===== config.mk =====
export PLATFORM = sky130hd
export DESIGN_NAME = alu_acc_seq
export DESIGN_NICKNAME = d
export VERILOG_FILES = /design/src/rtl/alu_acc_seq.sv
export SDC_FILE = /design/constraint.sdc
export NUM_CORES = 1
export LEC_CHECK = 0
export ABC_AREA = 1
export ABC_CLOCK_PERIOD_IN_PS = 2800
export CORE_AREA = 4 4 81 83
export CTS_CLUSTER_DIAMETER = 80
export CTS_CLUSTER_SIZE = 14
export DETAILED_ROUTE_END_ITERATION = 12
export DIE_AREA = 0 0 85 87
export PLACE_DENSITY = 0.67
export SETUP_SLACK_MARGIN = 0.02
export SLEW_MARGIN = 20
export SYNTH_ARGS = -nofsm -noshare
export SYNTH_HDL_FRONTEND = slang
export SYNTH_SLANG_ARGS = --single-unit

===== constraint.sdc =====
create_clock -name clk -period 2.8 [get_ports clk]
set_input_delay 0.84 -clock clk [delete_from_list [all_inputs] [get_ports clk]]
set_output_delay 0.84 -clock clk [all_outputs]
set_load 0.05 [all_outputs]

===== src/rtl/alu_acc_seq.sv =====
// Accumulator ALU: DATA_W-bit operand against the low half of a 2*DATA_W accumulator,
// with single-cycle ops and a DATA_W-cycle shift-add multiply behind a busy/done handshake.
module alu_acc_seq #(
   parameter int unsigned DATA_W = 4
) (
   input  logic                  clk,
   input  logic                  reset,
   input  logic                  en,
   input  logic [2:0]            op,
   input  logic [DATA_W-1:0]     data,
   output logic [2*DATA_W-1:0]   alu_out,
   output logic [2*DATA_W-1:0]   acc,
   output logic                  flag,
   output logic                  busy,
   output logic                  done
);

   localparam int unsigned ACC_W = 2 * DATA_W;
   localparam int unsigned CntW  = (DATA_W > 1) ? $clog2(DATA_W) : 1;
   localparam logic [CntW-1:0] CntLast = CntW'(DATA_W - 1);

   localparam logic [2:0] OpAdd   = 3'b000;
   localparam logic [2:0] OpSub   = 3'b001;
   localparam logic [2:0] OpLogic = 3'b010;
   localparam logic [2:0] OpAny   = 3'b011;
   localparam logic [2:0] OpPat   = 3'b100;
   localparam logic [2:0] OpCat   = 3'b101;
   localparam logic [2:0] OpHold  = 3'b110;
   localparam logic [2:0] OpMul   = 3'b111;

   typedef enum logic {StIdle, StMul} state_e;

   state_e              state_q, state_d;
   logic [ACC_W-1:0]    acc_q;
   logic                flag_q;
   logic                done_q;
   logic [ACC_W-1:0]    partial_q;
   logic [DATA_W-1:0]   mul_a_q;
   logic [DATA_W-1:0]   mul_b_q;
   logic [CntW-1:0]     cnt_q;

   logic [DATA_W-1:0]   b;
   logic [DATA_W:0]     sum;
   logic [ACC_W-1:0]    res;
   logic                res_flag;
   logic [ACC_W-1:0]    partial_nxt;
   logic                issue_single;
   logic                issue_mul;
   logic                mul_step;
   logic                mul_last;

   assign b = acc_q[DATA_W-1:0];

   // Result of the single-cycle ops, also used as the alu_out preview.
   always_comb begin
      sum      = '0;
      res      = '0;
      res_flag = 1'b0;
      case (op)
         OpAdd: begin
            sum      = {1'b0, data} + {1'b0, b};
            res      = ACC_W'(sum);
            res_flag = sum[DATA_W];
         end
         OpSub: begin
            res      = {{DATA_W{1'b0}}, data} - {{DATA_W{1'b0}}, b};
            res_flag = (data < b);
         end
         OpLogic: res = {~(data & b), data ~^ b};
         OpAny:   res = ((data != '0) || (b != '0)) ? {{DATA_W{1'b0}}, {DATA_W{1'b1}}} : '0;
         OpPat: begin
            if ((data != '0) && ((data & (data - 1'b1)) == '0) && ($countones(b) == 2)) begin
               res = {{DATA_W{1'b1}}, {DATA_W{1'b0}}};
            end
         end
         OpCat:   res = {data, ~b};
         OpHold:  res = acc_q;
         default: res = '0;
      endcase
   end

   always_comb begin
      partial_nxt = partial_q;
      if (mul_a_q[cnt_q]) begin
         partial_nxt = partial_q + ({{DATA_W{1'b0}}, mul_b_q} << cnt_q);
      end
   end

   // FSM: state register
   always_ff @(posedge clk) begin
      if (reset) begin
         state_q <= StIdle;
      end else begin
         state_q <= state_d;
      end
   end

   // FSM: next state
   always_comb begin
      state_d = state_q;
      unique case (state_q)
         StIdle:  if (en && (op == OpMul)) state_d = StMul;
         StMul:   if (cnt_q == CntLast) state_d = StIdle;
         default: state_d = StIdle;
      endcase
   end

   // FSM: outputs and datapath strobes
   always_comb begin
      busy         = (state_q == StMul);
      issue_single = (state_q == StIdle) && en && (op != OpMul);
      issue_mul    = (state_q == StIdle) && en && (op == OpMul);
      mul_step     = (state_q == StMul);
      mul_last     = (state_q == StMul) && (cnt_q == CntLast);
      if (busy) begin
         alu_out = partial_q;
      end else if (op == OpMul) begin
         alu_out = '0;
      end else begin
         alu_out = res;
      end
   end

   always_ff @(posedge clk) begin
      if (reset) begin
         acc_q     <= '0;
         flag_q    <= 1'b0;
         done_q    <= 1'b0;
         partial_q <= '0;
         mul_a_q   <= '0;
         mul_b_q   <= '0;
         cnt_q     <= '0;
      end else begin
         done_q <= 1'b0;
         if (issue_single) begin
            acc_q  <= res;
            flag_q <= res_flag;
            done_q <= 1'b1;
         end
         if (issue_mul) begin
            mul_a_q   <= data;
            mul_b_q   <= b;
            partial_q <= '0;
            cnt_q     <= '0;
         end
         if (mul_step) begin
            partial_q <= partial_nxt;
            cnt_q     <= cnt_q + 1'b1;
            // Final step writes the completed product straight into acc.
            if (mul_last) begin
               acc_q  <= partial_nxt;
               flag_q <= 1'b0;
               done_q <= 1'b1;
            end
         end
      end
   end

   assign acc  = acc_q;
   assign flag = flag_q;
   assign done = done_q;

endmodule


After elaboration in Yosys (flattened, before gate mapping)
Cells that the tools add are included.
Storage, ports and cells
  register bits: 29
  output and inout bits: 19
Operators by class
  add/subtract/negate cells: 8
  magnitude comparators: 2
  equal/unequal tests: 10
  shift operators: 1
  mux-type cells: 25
  bitwise gates (word level): 6
  reduce and logical (&&, ||, !) cells: 13
Operator list (count)
  $mux 8: 9
  $pmux 8 s7: 1
  $eq 3x3->1 const B: 4
  $eq 3x2->1 const B: 3
  $mux 1: 9
  $add 8x8->8: 1
  $and 4x4->4: 2
  $not 4->4: 2
  $reduce_bool 4->1: 2
  $shl 4x2->8: 1
  $logic_and 1x1->1: 7
  $add 4x4->5: 1
  $sub 4x4->5: 1
  $add 1x1->2: 2
  $logic_not 4->1: 1
  $lt 4x4->1: 1
  $mux 2: 2
  $mux 4: 1
  $pmux 1 s2: 2
  $sub 4x1->4 const B: 1
  $xnor 4x4->4: 1
  $add 2x2->3: 1
  $eq 3x1->1 const B: 1
  $logic_not 3->1: 1
  other kinds (8): 8

Longest topological paths before layout
Gate-level depths: netlist of the first run.
  word-level depth: 10
  gate-level depth with buffers: 15
  mapped depth without buffers: 14

Worst setup path before layout of the first run
OpenSTA, ideal clock, no wires.
  path kind: reg-to-output
  from: register acc_q[1] (netlist: acc[1])
  to: output alu_out[4]
  arrival: 3.156 ns
  setup slack: -1.196 ns
  stages on the path, launching flop included: 10
  path buffers: 0
  cells stage by stage: dfxtp_1 -> inv_1 -> fa_1 -> inv_1 -> ha_1 -> ha_1 -> nand2_1 -> nor2_1 -> nand2_1 -> a41oi_1
Between the ends
  word-level cells in the longest chain between the ends: 8
Ends and longest elaborated chain
  start: declaration: RTL line 34  | logic [ACC_W-1:0] acc_q;
  start signal: assignment: RTL line 136  | acc_q <= res;
  start signal: assignment: RTL line 151  | acc_q <= partial_nxt;
  $add 1x1->2 (implied by the code): RTL line 72  | if ((data != '0) && ((data & (data - 1'b1)) == '0) && ($countones(b) == 2)) begin
  $add 2x2->3 (implied by the code): RTL line 72
  $eq 3x2->1: RTL line 72
  $logic_and 1x1->1: RTL line 72
  $mux 8: RTL line 72
  $pmux 8 s7 (*): RTL line 59  | case (op)
  $mux 8 (*): RTL line 117  | end else if (op == OpMul) begin
  $mux 8 (*): RTL line 115  | if (busy) begin
  end: declaration: RTL line 11  | output logic [2*DATA_W-1:0] alu_out,
Mark *: on every way between the ends. The rest lies on a longest branch, timed or not.

Worst setup path in the final report of the first run
  from: input data[0]
  to: output alu_out[7]
Between the ends
  word-level cells in the longest chain between the ends: 9
Ends and longest elaborated chain
  start: declaration: RTL line 10  | input logic [DATA_W-1:0] data,
  $sub 4x1->4: RTL line 72
  $and 4x4->4: RTL line 72
  $logic_not 4->1: RTL line 72
  $logic_and 1x1->1 (2 in series): RTL line 72
  $mux 8: RTL line 72
  $pmux 8 s7 (*): RTL line 59
  $mux 8 (*): RTL line 117
  $mux 8 (*): RTL line 115
Marks and branches as above.

==> metrics, run 1 <==
status finished, violations left; violated checks negative setup slack; pin count of the biggest net entering global routing 17; Clock Power Share around 26%; initial core utilization 44.0%; RSZ-0062 raised after global routing true; synthesized instance count between 400 and 500; Die Y 87 um; setup slack, reg-to-reg between 400 and 500 ps; most frequent cells in the layout sky130_fd_sc_hd__nand2_1 (95), sky130_fd_sc_hd__buf_4 (53), sky130_fd_sc_hd__nor2_1 (44); Synth Cell Area 0.00258 mm2; Slew @ Worst Pin around 810 ps; biggest fanout along the worst timing path 4; synthesized-area fraction occupied by and/or/nand/nor cells between 30% and 40%; number of antenna cells inserted 0; Yosys reg bits 29; final wirelength 8.72 mm; TritonRoute pass-1 iters 4; post-layout minimum cycle time roughly 3300 ps; internal power summed over all cells about 0.00095 W; Final Core Density 67.3%; clock tree from TritonCTS yes; overall via count from detail_route 3030; Reg power frac 29.0%; start-to-end type of the worst setup path input port to output pin; most common cell after layout, fill and taps aside sky130_fd_sc_hd__nand2_1; endpoints failing setup 8; number of hold buffers added after cts 0; HP Class flip-flop to flip-flop; area occupied by registers 593 um2; area share of xor/xnor cells in the synthesized design less than 1%; net switching power of the design a little under 0.0006 W; Synth Area in Compound Gates 14.1%; areal power density over the cells just under 400 mW/mm2; violation count after the first detailed-route iteration 202; clock tree buffer depth 2; antenna violations before repair 0; Avg Cell Area, Syn 6.19 um2; vias per std cell 5.24; floorplan die width 85 um; # rows 28; die area between 0.007 and 0.008 mm2; max_cap viols 0; # IOs 29; worst skew pair latency 280 ps; Post-Syn Nets 449; adder and majority cell fraction of the synthesized area about an eighth; Tcrit/Tclk final 118%; average wire per cell in the routed design 15.1 um; H-Tree Level Count 2; clk sink count 29; area post-placement roughly 0.0035 mm2; total clock buffers created by CTS 5; distinct cell type count after synthesis 36; placeable core area 0.00585 mm2; ratio of cells with drive above 1 in the final layout ~34%; routability congestion estimate 0.898; worst vdd rail ir drop 0.380 mV; area occupied by multi-input gates 0.00207 mm2; Fillers just over 500; Post-layout nets 535; PnR worst setup slack -500 ps; number of antenna-violating nets in the routed design 0; Slew HR 46.1%; final-report hold violation count 0; Placed Cells 555; worst hold slack across all endpoints around 470 ps; post-detailed-placement half-perimeter wirelength 6.49 mm; largest family of logic cells by synthesized area simple AND/OR/NAND/NOR gates; DRC violation count after routing 0; Yosys warnings 0; Clock transition at path regs 70 ps; arrival time of data at the critical path endpoint around 2500 ps; worst clock skew around 5.5 ps; Final Instance Count excl. Fillers roughly 580; Layout area overhead 52.7%; number of global-route vias before repair 3036; CP Launch Type input port; first-pass GRT wire length roughly 14 mm; crit end category output pin; Buffers on Ports 28; overall overflow remaining after global route 0; final non-filler cell area 0.00394 mm2; total leakage power 1.82 nW; data required time of the worst path 1960 ps; register area share after synthesis 22.5%; combinational cell fraction of total power 45.2%; overall global routing resource usage 24.1%; number of slew-limit violations in the final report 0; CTS root buffer sky130_fd_sc_hd__clkbuf_8; mux cell area share after synthesis 0.777%; switching power share of the total 37.8%; f_max 303 MHz
kinds of logic after synthesis:
group                    Yosys count
flip-flops                        29
multiplexers                       2
AO/OA/AOI/OAI                     69
buffers and inverters             63
AND/OR/NAND/NOR                  229
adder cells (fa/ha/maj)           23
XOR/XNOR                           1
synth_stat cells, drive strengths merged:
master  number  area [um2]
nor3         5        35.0
nand2      117         464
nand4        6        37.5
o21ai       34         174
xnor2        1        8.76
nor2        64         277
a21oi       28         140
clkbuf       3        11.3
buf          7        65.1
nor3b        1        7.51
o211ai       2        15.0
mux2i        2        20.0
or2          2        12.5
dfxtp       29         581
fa           4        80.1
ha          19         238
o22ai        1        6.26
a41oi        1        8.76
a31oi        3        18.8
nand3       32         160
inv         52         198
nand3b       2        15.0
clkinv       1        3.75
final timing paths:
check                                        from           endpoint  cells past startpoint
worst max-delay path                      data[0]         alu_out[7]                     14
worst min-delay path              flag$_SDFF_PP0_    flag$_SDFF_PP0_                      2
worst max register to register  acc[1]$_SDFF_PP0_  acc[6]$_SDFF_PP0_                     15
worst min register to register    flag$_SDFF_PP0_    flag$_SDFF_PP0_                      2
power by group through the flow:
stage               clock network [W]  registers, W  logic (W)
finish                       0.000395      0.000444   0.000692
CTS                          0.000399      0.000444   0.000651
detailed placement                  0      0.000453   0.000576
global placement                    0      0.000453   0.000570
global route                 0.000423      0.000446   0.000736
floorplan                           0      0.000496   0.000300
routing by layer:
metal	track usage (%)	share of wire (%)
met5	0	0
met4	9.64	3.3
met1	28.5	41
met2	44.1	51
met3	2.93	4.5
critical path, stage by stage:
cell	delay, ps
sky130_fd_sc_hd__buf_8	100
sky130_fd_sc_hd__buf_6	120
sky130_fd_sc_hd__inv_12	40
sky130_fd_sc_hd__ha_4	120
sky130_fd_sc_hd__inv_4	40
sky130_fd_sc_hd__fa_2	370
sky130_fd_sc_hd__nand2_2	90
sky130_fd_sc_hd__a21oi_2	70
sky130_fd_sc_hd__nor2_4	200
sky130_fd_sc_hd__nor2_2	60
sky130_fd_sc_hd__nand2_2	70
sky130_fd_sc_hd__nand2_2	60
sky130_fd_sc_hd__o21ai_4	110
sky130_fd_sc_hd__buf_12	160
cell type report:
class                      instances  share of cell area (%)
clock buffer                       7                    2.45
clock inverter                     1                   0.127
inverter                          53                    5.79
multi-input combinational        324                    52.6
sequential                        29                    15.1
tap                               75                    2.38
timing repair buffer              89                    21.6
stage by stage:
stage	total power, W	setup WS (ps)	setup TNS, ps
5_1_grt	0.00160	-572	-3600
3_5_place_dp	0.00103	-979	-7270
6_report	0.00153	-500	-3050
3_3_place_gp	0.00102	-950	-6890
4_1_cts	0.00149	-494	-2960
2_1_floorplan	0.000796	-250	-1210
what timing repair did:
item                       CTS  global route
pin swaps                   37            19
gates resized for setup     83            14
buffers inserted            10             5
setup endpoints to repair    8             8
registers in the layout (all words and copies together), names as in the netlist:
register and count:
done 1, partial_q 8, mul_a_q 4, cnt_q 2, flag 1, mul_b_q 4
acc 8, busy 1
(Power assumes the default switching activity.)
==> run 2: changes to the inputs <==
Settings changed: DONT_BUFFER_PORTS from default to 1, PLACE_DENSITY 0.67 to default.
==> run 2 against run 1 <==
  * The run still ends with negative setup slack left
  * Clock skew grew 2.9 ps
  * Largest cell class unchanged
  * Largest power group unchanged
  * Core utilization shrank 11 points
  * Critical endpoint is now alu_out[4]
  * Clock power shrank 14%
  * Non-clock buffer count shrank 55
  * Power shrank 15%
  * Register-to-register slack is essentially flat
==> metrics, run 2 (synthesis results as in run 1) <==
post-layout minimum cycle time 3180 ps (-117 ps); # IOs 29 (unchanged); die area 0.00740 mm2 (unchanged); placeable core area 0.00585 mm2 (unchanged); Fillers 575 (+13%); Clock Power Share 26.2% (+0.4 points); biggest fanout along the worst timing path 6 (+2); number of slew-limit violations in the final report 0 (unchanged); pin count of the biggest net entering global routing 17 (unchanged); data required time of the worst path 1960 ps (about the same); total clock buffers created by CTS 5 (unchanged); total power 0.00130 W (-15%); Reg power frac 34.7% (+5.7 points); violation count after the first detailed-route iteration 146 (-28%); worst clock skew 8.38 ps (+2.88 ps); overall global routing resource usage 22.4% (-1.7 points); number of antenna cells inserted 0 (unchanged); number of antenna-violating nets in the routed design 0 (unchanged); routability congestion estimate 0.904 (+0.71%); TritonRoute pass-1 iters 5 (+1); f_max 314 MHz (+3.7%); DRC violation count after routing 0 (unchanged); clk sink count 29 (unchanged); worst skew pair latency 280 ps (about the same); initial core utilization 44.0% (unchanged); area occupied by registers 596 um2 (+0.42%); worst vdd rail ir drop 0.260 mV (-32%); Clock transition at path regs 70 ps (about the same); number of global-route vias before repair 2724 (-10%); final-report hold violation count 0 (unchanged); CP max stage cell sky130_fd_sc_hd__fa_1; endpoints failing setup 6 (-2); critical-path cell list inv_4 -> fa_1 -> inv_2 -> ha_4 -> ha_4 -> nor2_2 -> nand2_1 -> nor2_2 -> nand2_4 -> a41oi_4 -> buf_12; PnR worst setup slack -382 ps (+117 ps); Post-layout nets 480 (-10%); WL met2 3.67 mm (-17%); most common cell after layout, fill and taps aside sky130_fd_sc_hd__nand2_1; Tcrit/Tclk final 114% (-4.2 points); # rows 28 (unchanged); combinational cell fraction of total power 39.1% (-6.1 points); switching power share of the total 39.0% (+1.3 points); status finished, violations left; Slew @ Worst Pin 504 ps (-303 ps); CTS root buffer sky130_fd_sc_hd__clkbuf_8; total leakage power 1.53 nW (-16%); uppermost routed layer met4; number of hold buffers added after cts 0 (unchanged); total length of routed met3 wires 357 um (-8.9%); Layout area overhead 28.0%; post-detailed-placement half-perimeter wirelength 6.09 mm (-6.1%); average wire per cell in the routed design 14.8 um (-1.6%); max_cap viols 0 (unchanged); ratio of cells with drive above 1 in the final layout 24.1% (-10 points); area occupied by multi-input gates 0.00198 mm2 (-4.2%); first-pass GRT wire length 13.2 mm (-7.0%); Slew HR 66.3% (+20 points); net switching power of the design 0.000506 W (-12%); Setup TNS Final -1830 ps (+1220 ps); Buffers on Ports 0 (-100%); most frequent cells in the layout sky130_fd_sc_hd__nand2_1 (100), sky130_fd_sc_hd__nor2_1 (53), sky130_fd_sc_hd__inv_1 (41); arrival time of data at the critical path endpoint 2340 ps (-120 ps); met1 routed wirelength after detailed routing 3.53 mm (-2.2%); peak per-stage delay on the critical path 550 ps (+180 ps); CP Launch Type flip-flop; clock tree buffer depth 2 (unchanged); floorplan die width 85 um (unchanged); start-to-end type of the worst setup path flip-flop to output pin; HP Class flip-flop to flip-flop; violated checks negative setup slack; overall via count from detail_route 2701 (-11%); clock tree from TritonCTS yes; final wirelength 7.76 mm (-11%); gate family responsible for the most delay along the worst path adder cells; internal power summed over all cells 0.000791 W (-17%); H-Tree Level Count 2 (unchanged); antenna violations before repair 0 (unchanged); overall overflow remaining after global route 0 (unchanged); Die Y 87 um (unchanged); crit end category output pin; CP Buf/Inv Count 3 (-2); RSZ-0062 raised after global routing true; vias per std cell 5.16 (-1.5%); areal power density over the cells 393 mW/mm2 (+1.2%)
==> run 2: cell count changes in the layout (fill, tap and decap cells not counted), sizes merged <==
cell           change
clkdlybuf4s15      -1
buf               -41
clkinvlp           -1
clkinv             +2
clkdlybuf4s50     -13
clkbuf             -1
==> run 2: layer usage <==
layer | vias up | global-route usage [%]
met5 | - | 0
met2 | 64 | 37.3
met3 | 18 | 4.54
li1 | 1407 | -
met1 | 1212 | 28.9
met4 | 0 | 7.48
==> run 2: through the flow <==
| step | worst slack, ps | cell area, um2 | hold slack, ps | util [%] | cells |
|---|---|---|---|---|---|
| final | -382 | 3300 | 492 | 56.4 | 523 |
| after global routing | -484 | 3300 | 523 | 56.4 | 523 |
| after CTS | -412 | 3220 | 493 | 55.1 | 520 |
| after detailed placement | -295 | 3020 | 482 | 51.6 | 508 |
| after global placement | -273 | 3020 | 473 | 51.6 | 508 |
| after floorplan | -250 | 2760 | 449 | - | 416 |
==> run 2: cell type report <==
class                      instances  area share, %
clock buffer                       6           2.20
clock inverter                     2          0.303
inverter                          53           7.13
multi-input combinational        324           60.1
sequential                        29           18.1
tap                               75           2.85
timing repair buffer              34           9.37
==> run 2: tightest hold or removal path, delay by kind of cell, from the launching register on <==
family / cells / cell delay [ps]
AOI/OAI and AO/OA: 1 / 60
and+or+nand+nor: 1 / 70
DFF: 1 / 330
==> run 2: final timing paths <==
check / from / endpoint / slack (ps) / depth (start not counted)
worst min-delay path: partial_q[7]$_SDFFE_PP0P_ / partial_q[7]$_SDFFE_PP0P_ / 490 / 2
worst max-delay path: acc[1]$_SDFF_PP0_ / alu_out[4] / -380 / 11
worst max register to register: acc[1]$_SDFF_PP0_ / acc[5]$_SDFF_PP0_ / 450 / 15
worst min register to register: partial_q[7]$_SDFFE_PP0P_ / partial_q[7]$_SDFFE_PP0P_ / 490 / 2
==> run 2: power by group through the flow <==
stage                     clock network, W  registers (W)  logic, W
after floorplan                          0       0.000496  0.000300
after global placement                   0       0.000458  0.000456
after detailed placement                 0       0.000458  0.000458
after CTS                         0.000345       0.000449  0.000490
after global routing              0.000369       0.000452  0.000549
final                             0.000340       0.000450  0.000507
==> run 2: what timing repair did <==
item                                    CTS  global route
endpoints found under the setup margin    7             8
setup buffers                             4             4
resized for setup                        21            12
pin swaps                                14            10
